===== src/rtl/uart_frame_loader.sv =====
// Serial image loader: UART bytes are packed into pixels and written linearly into the frame RAM.
// Optional build macro LOADER_CHECKSUM_EN adds a trailing XOR checksum byte and the err_sum pulse.
module uart_frame_loader #(
    parameter int          CLK_FREQ  = 12000000,
    parameter int          BAUD      = 115200,
    parameter int          PIX_BITS  = 9,
    parameter int          IMG_W     = 160,
    parameter int          IMG_H     = 120,
    parameter int          ADDR_W    = 15,
    parameter logic [7:0]  SYNC_BYTE = 8'hA5
) (
    input  logic                clk_in,
    input  logic                reset,
    input  logic                rx,
    output logic                wr_en,
    output logic [ADDR_W-1:0]   wr_addr,
    output logic [PIX_BITS-1:0] wr_data,
    output logic                busy,
    output logic                frame_done,
    output logic                err_frame,
    output logic                err_sum
);

    localparam int DIV   = CLK_FREQ / BAUD;
    localparam int HALF  = DIV / 2;
    localparam int CNT_W = $clog2(DIV + 1);
    localparam int BPP   = (PIX_BITS <= 8) ? 1 : 2;

    localparam logic [CNT_W-1:0]  HALF_LAST = CNT_W'(HALF - 1);
    localparam logic [CNT_W-1:0]  BIT_LAST  = CNT_W'(DIV - 1);
    localparam logic [ADDR_W-1:0] LAST_ADDR = ADDR_W'(IMG_W * IMG_H - 1);

    // Two-flop synchroniser plus one history flop for falling-edge detection.
    logic rx_meta;
    logic rx_sync;
    logic rx_prev;

    always_ff @(posedge clk_in or posedge reset) begin
        if (reset) begin
            rx_meta <= 1'b1;
            rx_sync <= 1'b1;
            rx_prev <= 1'b1;
        end else begin
            rx_meta <= rx;
            rx_sync <= rx_meta;
            rx_prev <= rx_sync;
        end
    end

    typedef enum logic [1:0] {
        RX_IDLE,
        RX_START,
        RX_DATA,
        RX_STOP
    } rx_state_t;

    rx_state_t        rx_state;
    logic [CNT_W-1:0] rx_cnt;
    logic [2:0]       bit_idx;
    logic [7:0]       shift_reg;
    logic [7:0]       rx_byte;
    logic             byte_valid;

    // Receiver: start bit re-checked at mid-bit, then every DIV cycles lands near each bit centre.
    always_ff @(posedge clk_in or posedge reset) begin
        if (reset) begin
            rx_state   <= RX_IDLE;
            rx_cnt     <= '0;
            bit_idx    <= '0;
            shift_reg  <= '0;
            rx_byte    <= '0;
            byte_valid <= 1'b0;
            err_frame  <= 1'b0;
        end else begin
            byte_valid <= 1'b0;
            err_frame  <= 1'b0;
            case (rx_state)
                RX_IDLE: begin
                    rx_cnt  <= '0;
                    bit_idx <= '0;
                    if (rx_prev && !rx_sync) begin
                        rx_state <= RX_START;
                    end
                end
                RX_START: begin
                    if (rx_cnt == HALF_LAST) begin
                        rx_cnt   <= '0;
                        rx_state <= rx_sync ? RX_IDLE : RX_DATA;
                    end else begin
                        rx_cnt <= rx_cnt + CNT_W'(1);
                    end
                end
                RX_DATA: begin
                    if (rx_cnt == BIT_LAST) begin
                        rx_cnt    <= '0;
                        shift_reg <= {rx_sync, shift_reg[7:1]};
                        if (bit_idx == 3'd7) begin
                            rx_state <= RX_STOP;
                        end else begin
                            bit_idx <= bit_idx + 3'd1;
                        end
                    end else begin
                        rx_cnt <= rx_cnt + CNT_W'(1);
                    end
                end
                RX_STOP: begin
                    if (rx_cnt == BIT_LAST) begin
                        rx_cnt   <= '0;
                        rx_state <= RX_IDLE;
                        if (rx_sync) begin
                            rx_byte    <= shift_reg;
                            byte_valid <= 1'b1;
                        end else begin
                            err_frame <= 1'b1;
                        end
                    end else begin
                        rx_cnt <= rx_cnt + CNT_W'(1);
                    end
                end
                default: rx_state <= RX_IDLE;
            endcase
        end
    end

    typedef enum logic [1:0] {
        HUNT,
        PIX,
        SUM,
        DONE
    } load_state_t;

    load_state_t         state;
    logic                byte_idx;
    logic [7:0]          low_byte;
    logic [PIX_BITS-1:0] pix_val;
    logic                pix_complete;
    logic                last_pix;

    // Little-endian assembly; casting to PIX_BITS drops any excess high bits.
    generate
        if (BPP == 1) begin : g_one_byte
            assign pix_val      = PIX_BITS'(rx_byte);
            assign pix_complete = 1'b1;
        end else begin : g_two_byte
            assign pix_val      = PIX_BITS'({rx_byte, low_byte});
            assign pix_complete = byte_idx;
        end
    endgenerate

    assign last_pix = (wr_addr == LAST_ADDR);

`ifdef LOADER_CHECKSUM_EN
    logic [7:0] csum;
    logic       sum_err_q;
    assign err_sum = sum_err_q;
`else
    assign err_sum = 1'b0;
`endif

    // wr_addr presents the written address during wr_en and advances the cycle after, never past the last pixel.
    always_ff @(posedge clk_in or posedge reset) begin
        if (reset) begin
            state      <= HUNT;
            wr_en      <= 1'b0;
            wr_addr    <= '0;
            wr_data    <= '0;
            busy       <= 1'b0;
            frame_done <= 1'b0;
            byte_idx   <= 1'b0;
            low_byte   <= '0;
`ifdef LOADER_CHECKSUM_EN
            csum       <= '0;
            sum_err_q  <= 1'b0;
`endif
        end else begin
            wr_en      <= 1'b0;
            frame_done <= 1'b0;
`ifdef LOADER_CHECKSUM_EN
            sum_err_q  <= 1'b0;
`endif
            if (wr_en && !last_pix) begin
                wr_addr <= wr_addr + ADDR_W'(1);
            end
            case (state)
                HUNT: begin
                    if (byte_valid && (rx_byte == SYNC_BYTE)) begin
                        state    <= PIX;
                        busy     <= 1'b1;
                        wr_addr  <= '0;
                        byte_idx <= 1'b0;
`ifdef LOADER_CHECKSUM_EN
                        csum     <= '0;
`endif
                    end
                end
                PIX: begin
                    if (err_frame) begin
                        state <= HUNT;
                        busy  <= 1'b0;
                    end else if (byte_valid) begin
`ifdef LOADER_CHECKSUM_EN
                        csum <= csum ^ rx_byte;
`endif
                        if (pix_complete) begin
                            byte_idx <= 1'b0;
                            wr_en    <= 1'b1;
                            wr_data  <= pix_val;
                            if (last_pix) begin
`ifdef LOADER_CHECKSUM_EN
                                state      <= SUM;
`else
                                state      <= DONE;
                                frame_done <= 1'b1;
                                busy       <= 1'b0;
`endif
                            end
                        end else begin
                            byte_idx <= 1'b1;
                            low_byte <= rx_byte;
                        end
                    end
                end
                SUM: begin
`ifdef LOADER_CHECKSUM_EN
                    if (err_frame) begin
                        state <= HUNT;
                        busy  <= 1'b0;
                    end else if (byte_valid) begin
                        busy <= 1'b0;
                        if (rx_byte == csum) begin
                            state      <= DONE;
                            frame_done <= 1'b1;
                        end else begin
                            state     <= HUNT;
                            sum_err_q <= 1'b1;
                        end
                    end
`else
                    state <= HUNT;
`endif
                end
                DONE: begin
                    state <= HUNT;
                end
                default: state <= HUNT;
            endcase
        end
    end

endmodule


===== config.mk =====
export PLATFORM = sky130hd
export DESIGN_NAME = uart_frame_loader
export DESIGN_NICKNAME = d
export VERILOG_FILES = /design/src/rtl/uart_frame_loader.sv
export SDC_FILE = /design/constraint.sdc
export NUM_CORES = 1
export LEC_CHECK = 0
export BUFFER_PORTS_ARGS = -buffer_cell sky130_fd_sc_hd__buf_2
export CAP_MARGIN = 5
export CORE_UTILIZATION = 30
export CTS_BUF_LIST = sky130_fd_sc_hd__clkbuf_4 sky130_fd_sc_hd__clkbuf_8 sky130_fd_sc_hd__clkbuf_16
export DETAILED_ROUTE_END_ITERATION = 16
export SLEW_MARGIN = 20
export SYNTH_ARGS = -nofsm -noshare
export SYNTH_HDL_FRONTEND = slang
export SYNTH_SLANG_ARGS = --single-unit

===== constraint.sdc =====
create_clock -name clk_in -period 2.85 [get_ports clk_in]
set_input_delay 0.4275 -clock clk_in [delete_from_list [all_inputs] [get_ports clk_in]]
set_output_delay 0.4275 -clock clk_in [all_outputs]
set_load 0.05 [all_outputs]

After elaboration in Yosys (flattened, before gate mapping)
Index checks and enable logic that the tools add are counted.
W data, S select, Z words.
{"block": "op_classes", "reduce_logical": 20, "n_mux": 48, "n_eq_ne": 23, "n_bitwise": 2, "add_sub_neg": 3}
{"op": "$mux W15", "n": 3}
{"op": "$mux W1", "n": 24}
{"op": "$mux W2", "n": 11}
{"op": "$pmux W7 S3", "n": 1}
{"op": "$ne A2 B2 Y1 const B", "n": 9}
{"op": "$reduce_and A4 Y1", "n": 4}
{"op": "$add A15 B1 Y15 const B", "n": 1}
{"op": "$eq A15 B15 Y1 const B", "n": 1}
{"op": "$mux W7", "n": 2}
{"op": "$reduce_and A5 Y1", "n": 2}
{"op": "$ne A3 B3 Y1 const B", "n": 3}
{"op": "$eq A2 B2 Y1 const B", "n": 4}
{"op": "$eq A8 B8 Y1 const B", "n": 1}
{"op": "$pmux W2 S4", "n": 1}
{"op": "$add A7 B1 Y7 const B", "n": 1}
{"op": "$eq A7 B6 Y1 const B", "n": 1}
{"op": "$eq A7 B7 Y1 const B", "n": 1}
{"op": "$mux W3", "n": 2}
{"op": "$pmux W2 S3", "n": 1}
{"op": "$pmux W3 S2", "n": 1}
{"op": "$reduce_and A3 Y1", "n": 2}
{"op": "$eq A2 B1 Y1 const B", "n": 2}
{"op": "$logic_not A2 Y1", "n": 2}
{"op": "$pmux W1 S2", "n": 2}
{"op": "other kinds (8)", "n": 14}
{"block": "totals", "register_bits": 71, "out_inout_bits": 29, "in_bits": 3, "elab_cells": 114}

Depth between registers and ports, before layout
Gate-level depths: netlist of the first run.
{"block": "depth", "ltp_word": 6, "depth_mapped": 6, "depth_no_buf": 5}

Worst setup path before layout of the first run
No wires, ideal clock.
{"block": "synth_path", "kind": "register to register", "startpoint": "reg wr_addr[0]", "endpoint": "reg wr_addr[7]", "path_buffers": 1, "slack_ns": 0.807, "path_stages_with_launch": 7, "synth_period_minus_slack_ns": 2.043, "t_required_ns": 2.740, "setup_time_ns": 0.110, "arrival_time_ns": 1.933, "cell_sequence": "dfrtp_1 -> ha_1 -> nand3_2 -> o41ai_4 -> buf_6 -> o311ai_1 -> o41ai_1"}
{"block": "synth_between", "elab_chain_len": 6, "word_cells_on_any_way": 7, "cone_classes": "add/sub (1); eq/ne (1); mux (3); reduce/logical (2)"}
{"item": "start, declared", "line": "16", "rtl": "output logic [ADDR_W-1:0] wr_addr,"}
{"item": "start signal, assigned", "line": "182", "rtl": "wr_addr <= wr_addr + ADDR_W'(1);"}
{"item": "parallel branches: the longest is 3 deep, another holds $add A15 B1 Y15"}
{"item": "$mux W15 (*)", "line": "181", "rtl": "if (wr_en && !last_pix) begin"}
{"item": "$mux W15", "line": "186", "rtl": "if (byte_valid && (rx_byte == SYNC_BYTE)) begin"}
{"item": "$mux W15 (*)", "line": "184", "rtl": "case (state)"}
Mark *: on every way between the ends.
A chain may end at the register's enable or synchronous reset.

Final worst setup path of the first run
{"block": "layout_path", "startpoint": "reg rx_cnt[0]", "endpoint": "reg rx_byte[7]"}
{"block": "layout_between", "elab_chain_len": 2}
{"item": "start, declared", "line": "58", "rtl": "logic [CNT_W-1:0] rx_cnt;"}
{"item": "start signal, assigned", "line": "90", "rtl": "rx_cnt <= rx_cnt + CNT_W'(1);"}
{"item": "start signal, assigned", "line": "103", "rtl": "rx_cnt <= rx_cnt + CNT_W'(1);"}
{"item": "start signal, assigned", "line": "117", "rtl": "rx_cnt <= rx_cnt + CNT_W'(1);"}
{"item": "$eq A7 B7 Y1", "line": "107", "rtl": "if (rx_cnt == BIT_LAST) begin"}
{"item": "$reduce_and A3 Y1 (no source line)"}
{"item": "end signal, assigned", "line": "111", "rtl": "rx_byte <= shift_reg;"}
{"item": "end, declared", "line": "61", "rtl": "logic [7:0] rx_byte;"}
Every way passes these cells.

==> results.txt, run 1 <==
Outcome -> complete, no violations
Flip-flop and latch area -> 0.00178 mm²
Seq pwr share -> 0.553
Slowest stage delay, CP -> 0.47 ns
Fin crit share -> 0.736
Die Area -> 0.0109 mm²
DRT Pass-1 Iters -> 4
Top-level I/O count -> 32
Area of the multi-input gates -> 0.00128 mm²
Core Box Area -> 0.0102 mm²
Initial antenna violation count -> 0
H-tree levels -> 3
Final ANT Viol Nets -> 0
Remaining DRCs -> 0
Max-cap violations -> 0
Post-synth EDFFs -> 0
Via-to-Cell Ratio -> 4.88
Switching Power -> 0.546 mW
Worst EP arrival -> 2.33 ns
RSZ-0062 raised after global routing -> false
Final Skew -> 0.0146 ns
Most frequent cells in the layout -> dfrtp_1, mux2_2, buf_2, nand2_1, nor2_1
Clk slew on worst S/H paths -> 0.09 ns
Setup bufs post-CTS -> 0
DPL Wire Length -> 4050 µm
Pwr Density -> 545 mW/mm²
Worst slew margin -> 0.470
First-pass GRT wire length -> 10400 µm
Total gr overflow -> 0
Top Registers -> wr_addr: 15 flops, wr_data: 9 flops
Most flops, register -> wr_addr
Synth warn -> 0
Setup TNS -> 0 ns
Slew @ Worst Pin -> 0.792 ns
CP endpoint kind -> flip-flop
Die X -> 104 µm
Routability cong. -> 0.764
Syn_area_per_cell -> 12.2 µm²
Top FF cell, synth -> dfrtp_1
Starting Density -> 0.308
Fmax -> 477 MHz
Vias in the first global route -> 2049
Hold-fix buffers, CTS -> 0
Vias -> 2113
Logic pwr share -> 0.059
Share of post-route cells with drive strength above 1 -> 0.313
Dpl cell area -> 0.00344 mm²
Cells after Synth -> 258
CP required -> 3.08 ns
Fraction of registers with async set/reset -> 1.00
Endpoints failing hold -> 0
Worst skew pair latency -> 0.35 ns
Static leakage -> 1.73 nW
CP bufs+invs -> 0
Clock sink total -> 71
Min Tclk post-route -> 2.10 ns
Commonest non-fill, non-tap cell in the layout -> dfrtp_1
Maximum fanout along the worst path -> 9
Clk pwr share -> 0.388
CTS Buf Count -> 9
Fillers -> 1002
CTS tree -> built
Area Growth Syn to Fin -> 15.3%
#FFs+latches synth -> 71
Final count of pins violating max slew -> 0
Syn_nets -> 265
Internal -> 1.43 mW
Synth cell types -> 49
Worst path slowest cell -> and4_1
WL per Instance -> 13.6 µm
Post-Route WL -> 5880 µm
Largest net degree at the start of global routing -> 45
Largest register FFs -> 15
Top delay family on crit path -> simple AND/OR/NAND/NOR gates
Worst vdd ir -> 0.226 mV
Critical-path cell list -> ha_1 > nand3b_1 > nor2_2 > and4_1 > mux2_2
CP Class -> reg2reg
Starting DRC count in detailed routing -> 104
Root buffer selected by CTS -> clkbuf_8
Core Rows -> 37
Mapped cell area -> 0.00315 mm²
Startpoint Class -> flip-flop
Fin area -> 0.00363 mm²
Port buffer count -> 30
CTS resizes -> 0
Setup Viol. Count Final -> 0
Register area share after synthesis -> 0.565
Die Span Y -> 104 µm
GRT Resource Usage Total -> 0.120
Sw Ratio -> 0.276
HP Class -> in2async
Max Root-Sink Buffers -> 2
Final #Nets -> 299
Diode count -> 0
area by class of cell:
class | count | area share
inverter | 10 | 0.0103
timing repair buffer | 31 | 0.0469
multi-input combinational | 169 | 0.354
tap | 136 | 0.0469
sequential | 71 | 0.491
clock buffer | 9 | 0.0341
clock inverter | 7 | 0.0176
kinds of logic (layout without fill, tap and decap cells):
family                   count (synthesis)  after routing  share of synthesized area
other                                    1              1                    0.00119
AND/OR/NAND/NOR                         91             91                      0.166
flip-flops                              71             71                      0.565
buffers and inverters                   18             57                     0.0270
AO/OA/AOI/OAI                           26             26                     0.0652
XOR/XNOR                                10             10                     0.0278
adder cells (fa/ha/maj)                  4              4                     0.0159
multiplexers                            37             37                      0.131
through the flow:
stage	utilization	hold WS (ns)	power, mW	setup slack (ns)	instances
4_1_cts	0.355	0.161	2.01	0.719	433
5_1_grt	0.355	0.165	2.08	0.535	433
6_report	0.355	0.154	1.98	0.752	433
2_1_floorplan	-	0.345	1.21	0.631	258
3_5_place_dp	0.336	0.352	1.23	0.728	417
3_3_place_gp	0.336	0.349	1.23	0.815	417
power by group through the flow:
stage	Clock (mW)	Combinational (mW)	Sequential, mW
finish	0.768	0.117	1.09
global placement	0	0.119	1.11
detailed placement	0	0.121	1.11
global route	0.836	0.139	1.10
floorplan	0	0.117	1.09
CTS	0.792	0.122	1.09
path summary, 6_finish.rpt:
path	endpoint	slack, ns	cells past startpoint	from
min in group clk_in	rx_meta	0.17	1	rx
max reg2reg	rx_byte[7]	0.75	5	rx_cnt[0]
max in group asynchronous	rx_byte[7]	2.04	3	reset
max	rx_byte[7]	0.75	5	rx_cnt[0]
min	low_byte[0]	0.15	2	reset
min reg2reg	rx_sync	0.37	0	rx_meta
metal layers:
metal  vias up  part of all wire  global-route usage
li1       1002                 -                   -
met1      1053              0.48               0.162
met2        50              0.47               0.183
met3         8             0.042              0.0326
met4         0             0.011              0.0469
met5         -                 0                   0
synthesized netlist by cell type, types with 2 or more instances:
master,instances,area share
a31oi_1,2,0.0040
nor2_2,2,0.0040
or3_1,2,0.0040
buf_4,2,0.0048
nand3b_1,3,0.0072
xnor2_1,9,0.025
a2bb2oi_1,2,0.0056
nor3_1,4,0.0064
o41ai_1,3,0.0083
inv_1,10,0.012
buf_2,2,0.0032
nor2b_1,2,0.0040
nand3_1,13,0.021
nand4_1,3,0.0060
or4_1,5,0.012
clkbuf_1,3,0.0036
mux2_2,34,0.12
nor4_1,7,0.014
dfrtp_1,68,0.54
mux2i_1,3,0.0095
dfstp_2,3,0.025
o311ai_1,2,0.0056
nand2_1,19,0.023
o21ai_0,4,0.0064
ha_1,4,0.016
and4_1,2,0.0056
o211ai_1,4,0.0095
nand2b_1,2,0.0040
nor2_1,17,0.020
o21ai_1,2,0.0032
a21oi_1,2,0.0032
(Power assumes the default switching activity.)
==> run 2, diff against run 1 <==
==> constraint.sdc (replaced) <==
create_clock -name clk_in -period 2 [get_ports clk_in]
set_input_delay 0.3 -clock clk_in [delete_from_list [all_inputs] [get_ports clk_in]]
set_output_delay 0.3 -clock clk_in [all_outputs]
set_load 0.05 [all_outputs]
==> results.txt, run 2 (synthesis gave the netlist of run 1 again) <==
Outcome -> complete, no violations
Dpl cell area -> 0.00352 mm² (+2.4%)
Core Rows -> 37 (unchanged)
WL per Instance -> 13.2 µm (-2.5%)
Starting Density -> 0.308 (unchanged)
CP endpoint kind -> flip-flop
Largest net degree at the start of global routing -> 72 (+60%)
Area of the multi-input gates -> 0.00129 mm² (+0.59%)
Final Skew -> 0.00964 ns (-0.00496 ns)
Setup Viol. Count Final -> 0 (unchanged)
Top Registers -> wr_addr: 15 flops, wr_data: 9 flops
Fin crit share -> 0.925 (+0.189)
Port buffer count -> 30 (unchanged)
Die Span Y -> 104 µm (unchanged)
Most frequent cells in the layout -> dfrtp_1, mux2_2, buf_2, nand2_1, nor2_1
Die X -> 104 µm (unchanged)
Power after layout -> 2.72 mW (+37%)
Min Tclk post-route -> 1.85 ns (-0.248 ns)
Clock sink total -> 71 (unchanged)
Final worst setup slack -> 0.150 ns (-0.602 ns)
CTS tree -> built
Startpoint Class -> flip-flop
Pwr Density -> 732 mW/mm² (+34%)
Root buffer selected by CTS -> clkbuf_8
CTS Buf Count -> 9 (unchanged)
Max Root-Sink Buffers -> 2 (unchanged)
Fillers -> 1006 (+0.40%)
Core Box Area -> 0.0102 mm² (unchanged)
Final ANT Viol Nets -> 0 (unchanged)
Reg2reg start -> rx_cnt[0]
Setup TNS -> 0 ns (unchanged)
Diode count -> 0 (unchanged)
Worst EP arrival -> 2.08 ns (-0.25 ns)
Final #Nets -> 311 (+4.0%)
First-pass GRT wire length -> 10500 µm (+0.46%)
Maximum fanout along the worst path -> 9 (unchanged)
GRT Resource Usage Total -> 0.120 (-0.000330)
CP Class -> reg2reg
Worst setup startpoint -> rx_cnt[0]
Fin area -> 0.00371 mm² (+2.3%)
Largest register FFs -> 15 (unchanged)
Hold-fix buffers, CTS -> 0 (unchanged)
Worst vdd ir -> 0.298 mV (+32%)
Most flops, register -> wr_addr
CP required -> 2.23 ns (-0.85 ns)
Via-to-Cell Ratio -> 4.72 (-3.3%)
Die Area -> 0.0109 mm² (unchanged)
Initial antenna violation count -> 0 (unchanged)
Vias in the first global route -> 2208 (+7.8%)
Worst hold slack -> 0.0410 ns (-0.113 ns)
Worst skew pair latency -> 0.34 ns (about the same)
Clk slew on worst S/H paths -> 0.08 ns (about the same)
Vias -> 2099 (-0.66%)
Flip-flop and latch area -> 0.00178 mm² (+0.14%)
Share of post-route cells with drive strength above 1 -> 0.350 (+0.0364)
Max-cap violations -> 0 (unchanged)
HP Class -> in2async
Remaining DRCs -> 0 (unchanged)
Endpoints failing hold -> 0 (unchanged)
RSZ-0062 raised after global routing -> false
Post-Route WL -> 5890 µm (+0.22%)
Static leakage -> 1.77 nW (+2.7%)
Starting DRC count in detailed routing -> 88 (-15%)
DRT Pass-1 Iters -> 4 (unchanged)
Post-place setup slack -> 0.113 ns (-0.615 ns)
DPL Wire Length -> 3990 µm (-1.5%)
Total gr overflow -> 0 (unchanged)
Area Growth Syn to Fin -> 18.0%
H-tree levels -> 3 (unchanged)
Routability cong. -> 0.738 (-3.4%)
FF-to-FF path depth -> 6 (+1)
Fmax -> 541 MHz (+13%)
Top-level I/O count -> 32 (unchanged)
Final count of pins violating max slew -> 0 (unchanged)
Commonest non-fill, non-tap cell in the layout -> dfrtp_1
-- run 2: cell types whose count changed in the layout (fill, tap and decap cells not counted), sizes merged --
cell      before  now
clkinv         1    3
buf           31   43
clkbuf         9   10
inv           14    9
clkinvlp       2    4
-- run 2: metal layers --
metal	share of wire	GRT usage	wire (µm)
met1	0.47	0.147	2770
met2	0.49	0.196	2870
met3	0.033	0.0401	194
met4	0.0090	0.0429	53
met5	0	0	0
-- run 2: final timing paths --
check / slack (ns) / to
worst max-delay path: 0.15 / rx_byte[6]
worst min-delay path: 0.04 / wr_addr[7]
worst max register to register: 0.15 / rx_byte[6]
worst min register to register: 0.36 / rx_sync
max in group asynchronous: 1.62 / rx_meta
min in group clk_in: 0.05 / rx_meta
-- run 2: through the flow --
stage                     cells  utilization
final                       445        0.363
after global routing        445        0.363
after CTS                   443        0.361
after detailed placement    427        0.344
after global placement      427        0.344
after floorplan             258            -
-- run 2: power breakdown --
group	total, mW	internal, mW	switching, mW
Combinational	0.172	0.0766	0.0953
Sequential	1.56	1.49	0.0693
Clock	0.989	0.456	0.532
Total	2.72	2.02	0.697
-- run 2: timing repair --
item                       CTS  global route
gates resized for setup      0             2
setup endpoints to repair    0            15
setup buffers                0             2
-- run 2: critical path: stages (launching register included) --
cell      delay [ns]
dfrtp_1         0.39
ha_1            0.23
nand3b_1        0.23
nor2_2          0.18
and4_1          0.19
buf_4           0.17
mux2_2          0.34
-- run 2: final cells by class --
type | count | share of cell area
clock inverter | 6 | 0.0101
multi-input combinational | 169 | 0.348
inverter | 10 | 0.0111
timing repair buffer | 43 | 0.0701
tap | 136 | 0.0458
sequential | 71 | 0.480
clock buffer | 10 | 0.0354
